--- src/rtl/result_writer_pkg.sv ---
`default_nettype none
// ============================================================================
// Module : result_writer_pkg
// Brief  : Shared widths and FSM state encoding for the result writer.
// Rev    : 1.0
// ============================================================================
package result_writer_pkg;

  localparam int SUM_W  = 21;
  localparam int DATA_W = 32;

  typedef enum logic [1:0] {
    IDLE  = 2'd0,
    RUN   = 2'd1,
    DRAIN = 2'd2,
    DONE  = 2'd3
  } state_t;

endpackage
`default_nettype wire

--- src/rtl/result_writer_if.sv ---
`default_nettype none
// ============================================================================
// Module : result_writer_if
// Brief  : MAC-side capture inputs, result RAM write port and run status.
// Rev    : 1.0
// ============================================================================
interface result_writer_if #(
  parameter int ADDR_W = 6
);
  import result_writer_pkg::*;

  logic              start;
  logic              web_in;
  logic [SUM_W-1:0]  sum_in;
  logic              ram_ready;
  logic              ram_we;
  logic [ADDR_W-1:0] ram_addr;
  logic [DATA_W-1:0] ram_wdata;
  logic              busy;
  logic              done;
  logic              overflow;

  modport master (
    output start, web_in, sum_in, ram_ready,
    input  ram_we, ram_addr, ram_wdata, busy, done, overflow
  );

  modport slave (
    input  start, web_in, sum_in, ram_ready,
    output ram_we, ram_addr, ram_wdata, busy, done, overflow
  );

endinterface
`default_nettype wire

--- src/rtl/result_fifo.sv ---
`default_nettype none
// ============================================================================
// Module : result_fifo
// Brief  : Small synchronous FIFO with simultaneous push/pop and sync clear.
// Rev    : 1.0
// ============================================================================
module result_fifo #(
  parameter int WIDTH = 21,
  parameter int DEPTH = 4
) (
  input  logic             clk,
  input  logic             rst,
  input  logic             clr,
  input  logic             push,
  input  logic             pop,
  input  logic [WIDTH-1:0] wdata,
  output logic [WIDTH-1:0] rdata,
  output logic             full,
  output logic             empty
);

  localparam int            PW     = (DEPTH > 1) ? $clog2(DEPTH) : 1;
  localparam logic [PW:0]   C_FULL = (PW + 1)'(DEPTH);

  logic [WIDTH-1:0] r_mem [DEPTH];
  logic [PW-1:0]    r_wr_ptr;
  logic [PW-1:0]    r_rd_ptr;
  logic [PW:0]      r_count;
  logic             w_wr_en;
  logic             w_rd_en;

  assign full    = (r_count == C_FULL);
  assign empty   = (r_count == '0);
  // A full FIFO still accepts a push when the head leaves on the same edge.
  assign w_wr_en = push && (!full || pop);
  assign w_rd_en = pop && !empty;
  assign rdata   = empty ? '0 : r_mem[r_rd_ptr];

  always_ff @(posedge clk) begin
    if (w_wr_en) begin
      r_mem[r_wr_ptr] <= wdata;
    end
  end

  always_ff @(posedge clk or posedge rst) begin
    if (rst) begin
      r_wr_ptr <= '0;
      r_rd_ptr <= '0;
      r_count  <= '0;
    end else if (clr) begin
      r_wr_ptr <= '0;
      r_rd_ptr <= '0;
      r_count  <= '0;
    end else begin
      if (w_wr_en) begin
        r_wr_ptr <= r_wr_ptr + PW'(1);
      end
      if (w_rd_en) begin
        r_rd_ptr <= r_rd_ptr + PW'(1);
      end
      case ({w_wr_en, w_rd_en})
        2'b10:   r_count <= r_count + (PW + 1)'(1);
        2'b01:   r_count <= r_count - (PW + 1)'(1);
        default: r_count <= r_count;
      endcase
    end
  end

endmodule
`default_nettype wire

--- src/rtl/result_writer.sv ---
`default_nettype none
// ============================================================================
// Module : result_writer
// Brief  : Captures NUM_RESULTS MAC sums per run and streams them to a RAM.
// Rev    : 1.0
// ============================================================================
module result_writer
  import result_writer_pkg::*;
#(
  parameter int NUM_RESULTS = 16,
  parameter int ADDR_W      = 6,
  parameter int FIFO_DEPTH  = 4
) (
  input  logic           clk,
  input  logic           rst,
  result_writer_if.slave bus
);

  localparam int            CW     = $clog2(NUM_RESULTS + 1);
  localparam logic [CW-1:0] C_LAST = CW'(NUM_RESULTS - 1);

  state_t            r_state;
  state_t            w_next;
  logic [CW-1:0]     r_cap_cnt;
  logic [ADDR_W-1:0] r_addr;
  logic              r_overflow;

  logic              w_start_ok;
  logic              w_push;
  logic              w_pop;
  logic              w_we;
  logic              w_last;
  logic              w_full;
  logic              w_empty;
  logic [SUM_W-1:0]  w_head;

  assign w_start_ok = (r_state == IDLE) && bus.start;
  assign w_push     = (r_state == RUN) && bus.web_in;
  assign w_we       = ((r_state == RUN) || (r_state == DRAIN)) && !w_empty;
  assign w_pop      = w_we && bus.ram_ready;
  // Dropped sums count too, so a run always ends after NUM_RESULTS strobes.
  assign w_last     = w_push && (r_cap_cnt == C_LAST);

  result_fifo #(
    .WIDTH (SUM_W),
    .DEPTH (FIFO_DEPTH)
  ) u_fifo (
    .clk   (clk),
    .rst   (rst),
    .clr   (w_start_ok),
    .push  (w_push),
    .pop   (w_pop),
    .wdata (bus.sum_in),
    .rdata (w_head),
    .full  (w_full),
    .empty (w_empty)
  );

  always_ff @(posedge clk or posedge rst) begin
    if (rst) begin
      r_state <= IDLE;
    end else begin
      r_state <= w_next;
    end
  end

  always_comb begin
    w_next = r_state;
    case (r_state)
      IDLE:    if (bus.start) w_next = RUN;
      RUN:     if (w_last)    w_next = DRAIN;
      DRAIN:   if (w_empty)   w_next = DONE;
      DONE:    w_next = IDLE;
      default: w_next = IDLE;
    endcase
  end

  always_ff @(posedge clk or posedge rst) begin
    if (rst) begin
      r_cap_cnt  <= '0;
      r_addr     <= '0;
      r_overflow <= 1'b0;
    end else if (w_start_ok) begin
      r_cap_cnt  <= '0;
      r_addr     <= '0;
      r_overflow <= 1'b0;
    end else begin
      if (w_push) begin
        r_cap_cnt <= r_cap_cnt + CW'(1);
      end
      if (w_pop) begin
        r_addr <= r_addr + ADDR_W'(1);
      end
      if (w_push && w_full && !w_pop) begin
        r_overflow <= 1'b1;
      end
    end
  end

  assign bus.ram_we    = w_we;
  assign bus.ram_addr  = r_addr;
  assign bus.ram_wdata = DATA_W'(w_head);
  assign bus.busy      = (r_state == RUN) || (r_state == DRAIN);
  assign bus.done      = (r_state == DONE);
  assign bus.overflow  = r_overflow;

endmodule
`default_nettype wire

--- src/flat_wrapper.sv ---
// flat-port wrapper written by rule: the top's interface ports become plain ports
module result_writer_flat import result_writer_pkg::*;
#(
  parameter int NUM_RESULTS = 16,
  parameter int ADDR_W      = 6,
  parameter int FIFO_DEPTH  = 4
)
  (clk, rst, bus_start, bus_web_in, bus_sum_in, bus_ram_ready, bus_ram_we, bus_ram_addr, bus_ram_wdata, bus_busy, bus_done, bus_overflow);
  result_writer_if #(.ADDR_W(ADDR_W)) bus_i ();
  input  logic clk;
  input  logic rst;
  input wire logic [$bits(bus_i.start)-1:0] bus_start;
  input wire logic [$bits(bus_i.web_in)-1:0] bus_web_in;
  input wire logic [$bits(bus_i.sum_in)-1:0] bus_sum_in;
  input wire logic [$bits(bus_i.ram_ready)-1:0] bus_ram_ready;
  output wire logic [$bits(bus_i.ram_we)-1:0] bus_ram_we;
  output wire logic [$bits(bus_i.ram_addr)-1:0] bus_ram_addr;
  output wire logic [$bits(bus_i.ram_wdata)-1:0] bus_ram_wdata;
  output wire logic [$bits(bus_i.busy)-1:0] bus_busy;
  output wire logic [$bits(bus_i.done)-1:0] bus_done;
  output wire logic [$bits(bus_i.overflow)-1:0] bus_overflow;
  assign bus_i.start = bus_start;
  assign bus_i.web_in = bus_web_in;
  assign bus_i.sum_in = bus_sum_in;
  assign bus_i.ram_ready = bus_ram_ready;
  assign bus_ram_we = bus_i.ram_we;
  assign bus_ram_addr = bus_i.ram_addr;
  assign bus_ram_wdata = bus_i.ram_wdata;
  assign bus_busy = bus_i.busy;
  assign bus_done = bus_i.done;
  assign bus_overflow = bus_i.overflow;
  result_writer #(.NUM_RESULTS(NUM_RESULTS), .ADDR_W(ADDR_W), .FIFO_DEPTH(FIFO_DEPTH)) u_core (.clk(clk), .rst(rst), .bus(bus_i));
endmodule
--- config.mk ---
export PLATFORM = sky130hd
export DESIGN_NAME = result_writer_flat
export DESIGN_NICKNAME = d
export VERILOG_FILES = /design/src/rtl/result_writer_pkg.sv /design/src/rtl/result_writer_if.sv /design/src/rtl/result_fifo.sv /design/src/rtl/result_writer.sv /design/src/flat_wrapper.sv
export SDC_FILE = /design/constraint.sdc
export NUM_CORES = 1
export LEC_CHECK = 0
export CELL_PAD_IN_SITES_DETAIL_PLACEMENT = 1
export CELL_PAD_IN_SITES_GLOBAL_PLACEMENT = 1
export CORE_UTILIZATION = 30
export CTS_BUF_LIST = sky130_fd_sc_hd__clkbuf_16
export DETAILED_ROUTE_END_ITERATION = 12
export PLACE_DENSITY = 0.56
export SYNTH_ARGS = -nofsm -noshare
export SYNTH_HDL_FRONTEND = slang
export SYNTH_SLANG_ARGS = --single-unit
--- constraint.sdc ---
create_clock -name clk -period 3.1 [get_ports clk]
set_clock_uncertainty 0.15 [all_clocks]
set_input_delay 0.62 -clock clk [delete_from_list [all_inputs] [get_ports clk]]
set_output_delay 0.62 -clock clk [all_outputs]
set_load 0.01 [all_outputs]
Word level (Yosys, flattened, before mapping)
Memory sizes are Yosys's and may differ from the RTL's.
Cells that the tools add are included.
{"block": "word_totals", "out_inout_bits": 42, "inputBits": 26, "ram_bits": 84, "ff_bits": 21, "n_memories": 1}
{"block": "op_classes", "n_addsub": 6, "muxes": 19, "reduce_logical": 23, "eq_ne": 10}
{"name": "u_core.u_fifo.r_mem", "words": 4, "word_bits": 21, "rd": 1, "rd_ports_with_merged_regs": 0, "wr": 1, "line_no": "result_fifo.sv:25", "source": "logic [WIDTH-1:0] r_mem [DEPTH];"}
{"op": "21-bit 2-to-1 mux", "n": 1}
{"op": "2-bit 2-to-1 mux", "n": 7}
{"op": "6-bit 2-to-1 mux", "n": 2}
{"op": "5-bit 2-to-1 mux", "n": 2}
{"op": "2-bit nonzero test", "n": 5}
{"op": "1-bit logical AND", "n": 9}
{"op": "2-bit one-hot mux with 4 select lines", "n": 1}
{"op": "6-bit by 1-bit adder with 6-bit output, second input constant", "n": 1}
{"op": "2-bit == test, second input constant", "n": 3}
{"op": "3-bit one-hot mux with 2 select lines", "n": 1}
{"op": "5-bit by 1-bit adder with 5-bit output, second input constant", "n": 1}
{"op": "5-bit by 4-bit == test with 1-bit output, second input constant", "n": 1}
{"op": "2-bit by 1-bit adder with 2-bit output, second input constant", "n": 2}
{"op": "2-bit by 1-bit == test with 1-bit output, second input constant", "n": 2}
{"op": "1-bit 2-to-1 mux", "n": 4}
{"op": "2-bit inequality test, second input constant", "n": 2}
{"op": "3-bit by 1-bit adder with 3-bit output, second input constant", "n": 1}
{"op": "3-bit == test, second input constant", "n": 1}
{"op": "1-bit logical NOT", "n": 3}
{"op": "3-bit logical NOT", "n": 1}
{"op": "3-bit 2-to-1 mux", "n": 1}
{"op": "3-bit AND reduction", "n": 1}
{"op": "3-bit nonzero test", "n": 1}
{"op": "3-bit by 1-bit subtractor with 3-bit output, second input constant", "n": 1}
{"op": "3 further kinds", "n": 4}

Longest topological paths before layout
{"block": "logic_depth", "depth_word": 9, "ltp_mapped": 9, "mapped_depth_nobuf": 9}

By module
From an unflattened synthesis, not the netlist that was laid out.
{"block": "unflattened", "cells_unflattened": 285, "area_unflattened_um2": 4601.9}
{"module": "result_fifo", "area_per_inst_um2": 3741.1, "cells_each": 195, "seq_area_each_um2": 2697.6, "n_inst": 1}
{"module": "result_writer", "area_per_inst_um2": 860.8, "cells_each": 90, "seq_area_each_um2": 350.3, "n_inst": 1}

Worst setup path before layout
No wires, ideal clock.
{"block": "synth_path", "kind": "reg2reg", "startpoint": "reg u_core.u_fifo.r_count[2]", "endpoint": "reg u_core.u_fifo.r_count[2]", "stages_incl_launch_ff": 9, "setup_slack_ns": 0.453, "path_buffers": 2, "arrival_ns": 2.415, "setup_time_ns": 0.082, "cell_sequence": "dfrtp_1 buf_2 nor3_2 clkbuf_1 nor2_1 fa_1 or4_1 a21o_1 a31oi_1"}
{"block": "synth_between", "elab_chain_cells": 9, "word_cells_on_any_way": 16}
{"item": "start: declaration", "line_no": "result_fifo.sv:28", "source": "logic [PW:0] r_count;"}
{"item": "start signal: assignment", "line_no": "result_fifo.sv:62", "source": "2'b10: r_count <= r_count + (PW + 1)'(1);"}
{"item": "start signal: assignment", "line_no": "result_fifo.sv:63", "source": "2'b01: r_count <= r_count - (PW + 1)'(1);"}
{"item": "start signal: assignment", "line_no": "result_fifo.sv:64", "source": "default: r_count <= r_count;"}
{"item": "3-bit logical NOT", "line_no": "result_fifo.sv:33", "source": "assign empty = (r_count == '0);"}
{"item": "1-bit logical NOT", "line_no": "result_fifo.sv:36, result_writer.sv:39"}
{"item": "1-bit logical AND", "line_no": "result_writer.sv:39", "source": "assign w_we = ((r_state == RUN) || (r_state == DRAIN)) && !w_empty;"}
{"item": "1-bit logical AND", "line_no": "result_writer.sv:40", "source": "assign w_pop = w_we && bus.ram_ready;"}
{"item": "1-bit logical OR", "line_no": "result_fifo.sv:35", "source": "assign w_wr_en = push && (!full || pop);"}
{"item": "1-bit logical AND", "line_no": "result_fifo.sv:35"}
{"item": "2-bit by 1-bit == test with 1-bit output / 2-bit == test (equally long branches)", "line_no": "result_fifo.sv:61", "source": "case ({w_wr_en, w_rd_en})"}
{"item": "3-bit one-hot mux with 2 select lines", "line_no": "result_fifo.sv:61"}
{"item": "3-bit 2-to-1 mux", "line_no": "result_fifo.sv:50", "source": "end else if (clr) begin"}
Several ways; a longest one is shown, not always the timed one.
A chain may end at the register's enable or synchronous reset.

Worst setup path in the final report
{"block": "layout_path", "startpoint": "reg u_core.u_fifo.r_rd_ptr[0]", "endpoint": "out bus_ram_wdata[4]"}
{"block": "layout_between", "elab_chain_cells": 2}
{"item": "start: declaration", "line_no": "result_fifo.sv:27", "source": "logic [PW-1:0] r_rd_ptr;"}
{"item": "start signal: assignment", "line_no": "result_fifo.sv:59", "source": "r_rd_ptr <= r_rd_ptr + PW'(1);"}
{"item": "memory 4 x 21 bit"}
{"item": "21-bit 2-to-1 mux", "line_no": "result_fifo.sv:37", "source": "assign rdata = empty ? '0 : r_mem[r_rd_ptr];"}
{"item": "end: declaration", "line_no": "flat_wrapper.sv:18", "source": "output wire logic [$bits(bus_i.ram_wdata)-1:0] bus_ram_wdata;"}
No other way between the ends.

==> results.py <==
metrics = {
    "sta": {
        "setup_violations": 0,
        "slew_viol_final": 0,
        "hold_viol_final": 0,
        "period_share": 0.935,
        "setup_slack_ps": 202,
        "hold_ws_ps": 370,
        "rsz0062_at_grt": "false",
        "slew_headroom": 0.425,
        "fmaxAchievable_ghz": 0.345,
        "fin_setup_tns_ps": 0,
        "timing_worst_slew_pin_value_ps": 862,
        "min_period_ps": 2900,
    },
    "worst_setup_path": {
        "critPathMaxStageDelay_ps": 530,
        "path_delay_family": "buffers and inverters",
        "crit_type": "reg2out",
        "start_kind": "flop",
        "path_cells": "buf_12, mux4_2, nor2b_1, clkdlybuf4s50_1",
        "cp.arrival_ps": 2130,
        "required_ps": 2330,
        "cp_num_buf_inv": 2,
        "worstReg2RegEnd": "u_core.u_fifo.r_count[2]",
        "regToRegSetupSlack_ps": 380,
        "cp_slowest_cell": "mux4_2",
        "rr_startpoint": "u_core.r_state[0]",
        "worst-r2r-cell-count": 8,
        "critPathCaptureType": "primary output",
        "cp_max_fo": 23,
    },
    "clocking": {
        "clkSlewWorstSetupHoldPaths_ps": 70,
        "clock_latency_ps": 350,
        "cts_root_buf": "clkbuf_16",
        "cts_buffers": 9,
        "hold_buffers": 0,
        "cts_setup_buffers": 0,
        "clock_path_buffers": 2,
        "cts_tree": "built",
        "cts-resized-gates": 0,
        "cts_sinks": 105,
        "htreeDepth": 3,
    },
    "detailed_routing": {
        "vias": 2426,
        "viasPerCell": 4.54,
        "first_pass_iters": 4,
        "finalWirelength_mm": 9.07,
        "drt_iter0_markers": 170,
        "route.detailed.drc": 0,
        "wl_per_cell_um": 17.0,
        "ant_nets": 0,
    },
    "global_routing": {
        "antenna_found_initial": 0,
        "grt_pass1_wl_mm": 14.5,
        "grt_overflow": 0,
        "grt_pass1_vias": 2673,
        "grt_max_degree": 24,
        "grtUsageTotal": 0.124,
    },
    "synthesis": {
        "yosysUniqueCellTypes": 40,
        "async_flop_share": 0.200,
        "syn-mean-instance-area_um2": 16.4,
        "synthTopCellsByCount": "edfxtp_1 (84), nor2b_1 (22), dfrtp_1 (21), mux4_2 (21), nor2_1 (16)",
        "synth_top_area_cell": "edfxtp_1",
        "synth_edf_count": 84,
        "postSynthCellCount": 274,
        "synth_area_leaders": "edfxtp_1 (56%), dfrtp_1 (12%), mux4_2 (11%)",
        "yosysMostFrequentCell": "edfxtp_1",
        "ys.flop_type": "edfxtp_1",
        "yosys_warnings": 0,
        "synth-seq-cells": 105,
        "ys_seq_area_frac": 0.677,
        "synth_area_mm2": 0.00450,
        "synth_top_area_share": 0.560,
    },
    "hold_path": {
        "hold_end": "u_core.bus.overflow",
        "min_path_type": "reg2reg",
        "min_from": "u_core.bus.overflow",
        "holdPathStages": 2,
    },
    "placed_design": {
        "dp_slack_ps": 135,
        "numPortBuffers": 56,
        "dp.cells": 518,
        "dp_hpwl_mm": 6.01,
        "globalplace.congestion": 0.765,
    },
    "floorplan": {
        "die_x_um": 125,
        "start_util": 0.309,
        "io_pins": 68,
        "fp.dieH_um": 125,
        "die_area_mm2": 0.0155,
        "core.rowCount": 44,
        "coreArea_mm2": 0.0146,
    },
    "run": {
        "maxCapViolations": 0,
    },
    "layout": {
        "drive_above_1_share": 0.166,
        "diodes": 0,
        "nFillCells": 1472,
        "nets": 384,
        "area_growth_pct": 27.5,
        "layout.cells.non_filler": 534,
        "fin_util": 0.393,
    },
    "power_and_ir_drop": {
        "peakVddDrop_mv": 0.354,
        "power.density_mw_per_mm2": 828,
        "p_leak_nw": 2.04,
    },
    "status": {
        "status": "complete, no violations",
    },
}
==> metal layers <==
| layer | vias to the layer above | share of wire | wire [um] | GRT usage |
|---|---|---|---|---|
| li1 | 1142 | - | - | - |
| met1 | 1218 | 0.44 | 3970 | 0.155 |
| met2 | 54 | 0.51 | 4580 | 0.206 |
| met3 | 12 | 0.044 | 396 | 0.0387 |
| met4 | 0 | 0.013 | 121 | 0.0361 |
| met5 | - | 0 | 0 | 0 |
==> worst max path at each step <==
stage                                          from                        to  slack (ps)  cells after the start
after floorplan            u_core.u_fifo.r_count[2]  u_core.u_fifo.r_count[2]         450                      8
after global placement                   bus_web_in  u_core.u_fifo.r_count[2]         220                      8
after detailed placement                 bus_web_in  u_core.u_fifo.r_count[2]         140                      8
after CTS                 u_core.u_fifo.r_rd_ptr[0]          bus_ram_wdata[4]         160                      4
after global routing      u_core.u_fifo.r_rd_ptr[0]          bus_ram_wdata[3]         110                      4
final                     u_core.u_fifo.r_rd_ptr[0]          bus_ram_wdata[4]         200                      4
==> layout make-up <==
cell class / instances / area (um^2) / share of cell area
Sequential cell: 105 / 3050 / 0.531
Inverter: 9 / 33.8 / 0.00589
Clock buffer: 9 / 225 / 0.0392
Clock inverter: 7 / 138 / 0.0240
Multi-Input combinational cell: 147 / 1330 / 0.231
Tap cell: 184 / 230 / 0.0401
Timing Repair Buffer: 73 / 738 / 0.129
==> worst register-to-register path, stage by stage (launching register included) <==
cell and delay, ps:
dfrtp_1 400, inv_1 100, ha_1 410, nand3_1 180, nor2_1 70, fa_1 440
or4_1 550, a21o_1 190, a31oi_1 160
==> registers in the layout, summed over array words and instances, names as in the netlist <==
register,count
u_core.u_fifo.r_count,3
u_core.u_fifo.r_rd_ptr,2
u_core.u_fifo.r_mem,84
u_core.bus.ram_addr,6
u_core.r_cap_cnt,5
u_core.r_state,2
u_core.u_fifo.r_wr_ptr,2
u_core.bus.overflow,1
==> logic make-up (layout without fill, tap and decap cells) <==
kind of cell,count (synthesis),after routing,share of synthesized area
flip-flops,105,105,0.677
other,1,11,0.000833
multiplexers,24,24,0.112
AND/OR/NAND/NOR,68,68,0.0806
XOR/XNOR,12,12,0.0233
AO/OA/AOI/OAI,19,19,0.0300
buffers and inverters,32,98,0.0386
adder cells (fa/ha/maj),13,13,0.0378
==> cells in the final DEF, fill, tap and decap left out, types with 4 or more instances in the layout <==
master / n
conb_1: 11
inv_1: 9
nor2_1: 16
edfxtp_1: 84
nor2b_1: 22
clkdlybuf4s50_1: 56
and2_1: 5
buf_12: 4
buf_4: 13
nand2_1: 11
mux4_2: 21
nand3_1: 4
xnor2_1: 5
a21oi_1: 5
clkbuf_16: 9
ha_1: 12
xor2_1: 7
dfrtp_1: 20
==> through the flow <==
stage / power (mW) / area, um^2
4_1_cts: 4.84 / 5740
2_1_floorplan: 2.75 / 4540
3_5_place_dp: 3.47 / 5380
5_1_grt: 5.01 / 5740
3_3_place_gp: 3.45 / 5380
6_report: 4.75 / 5740
==> report_power, final <==
group	internal (mW)	switching, mW	leakage, nW
clock network	0.809	0.536	0.176
registers	1.72	0.114	1.04
logic	0.812	0.762	0.824
Note: power is estimated with default switching activity, not from simulation.
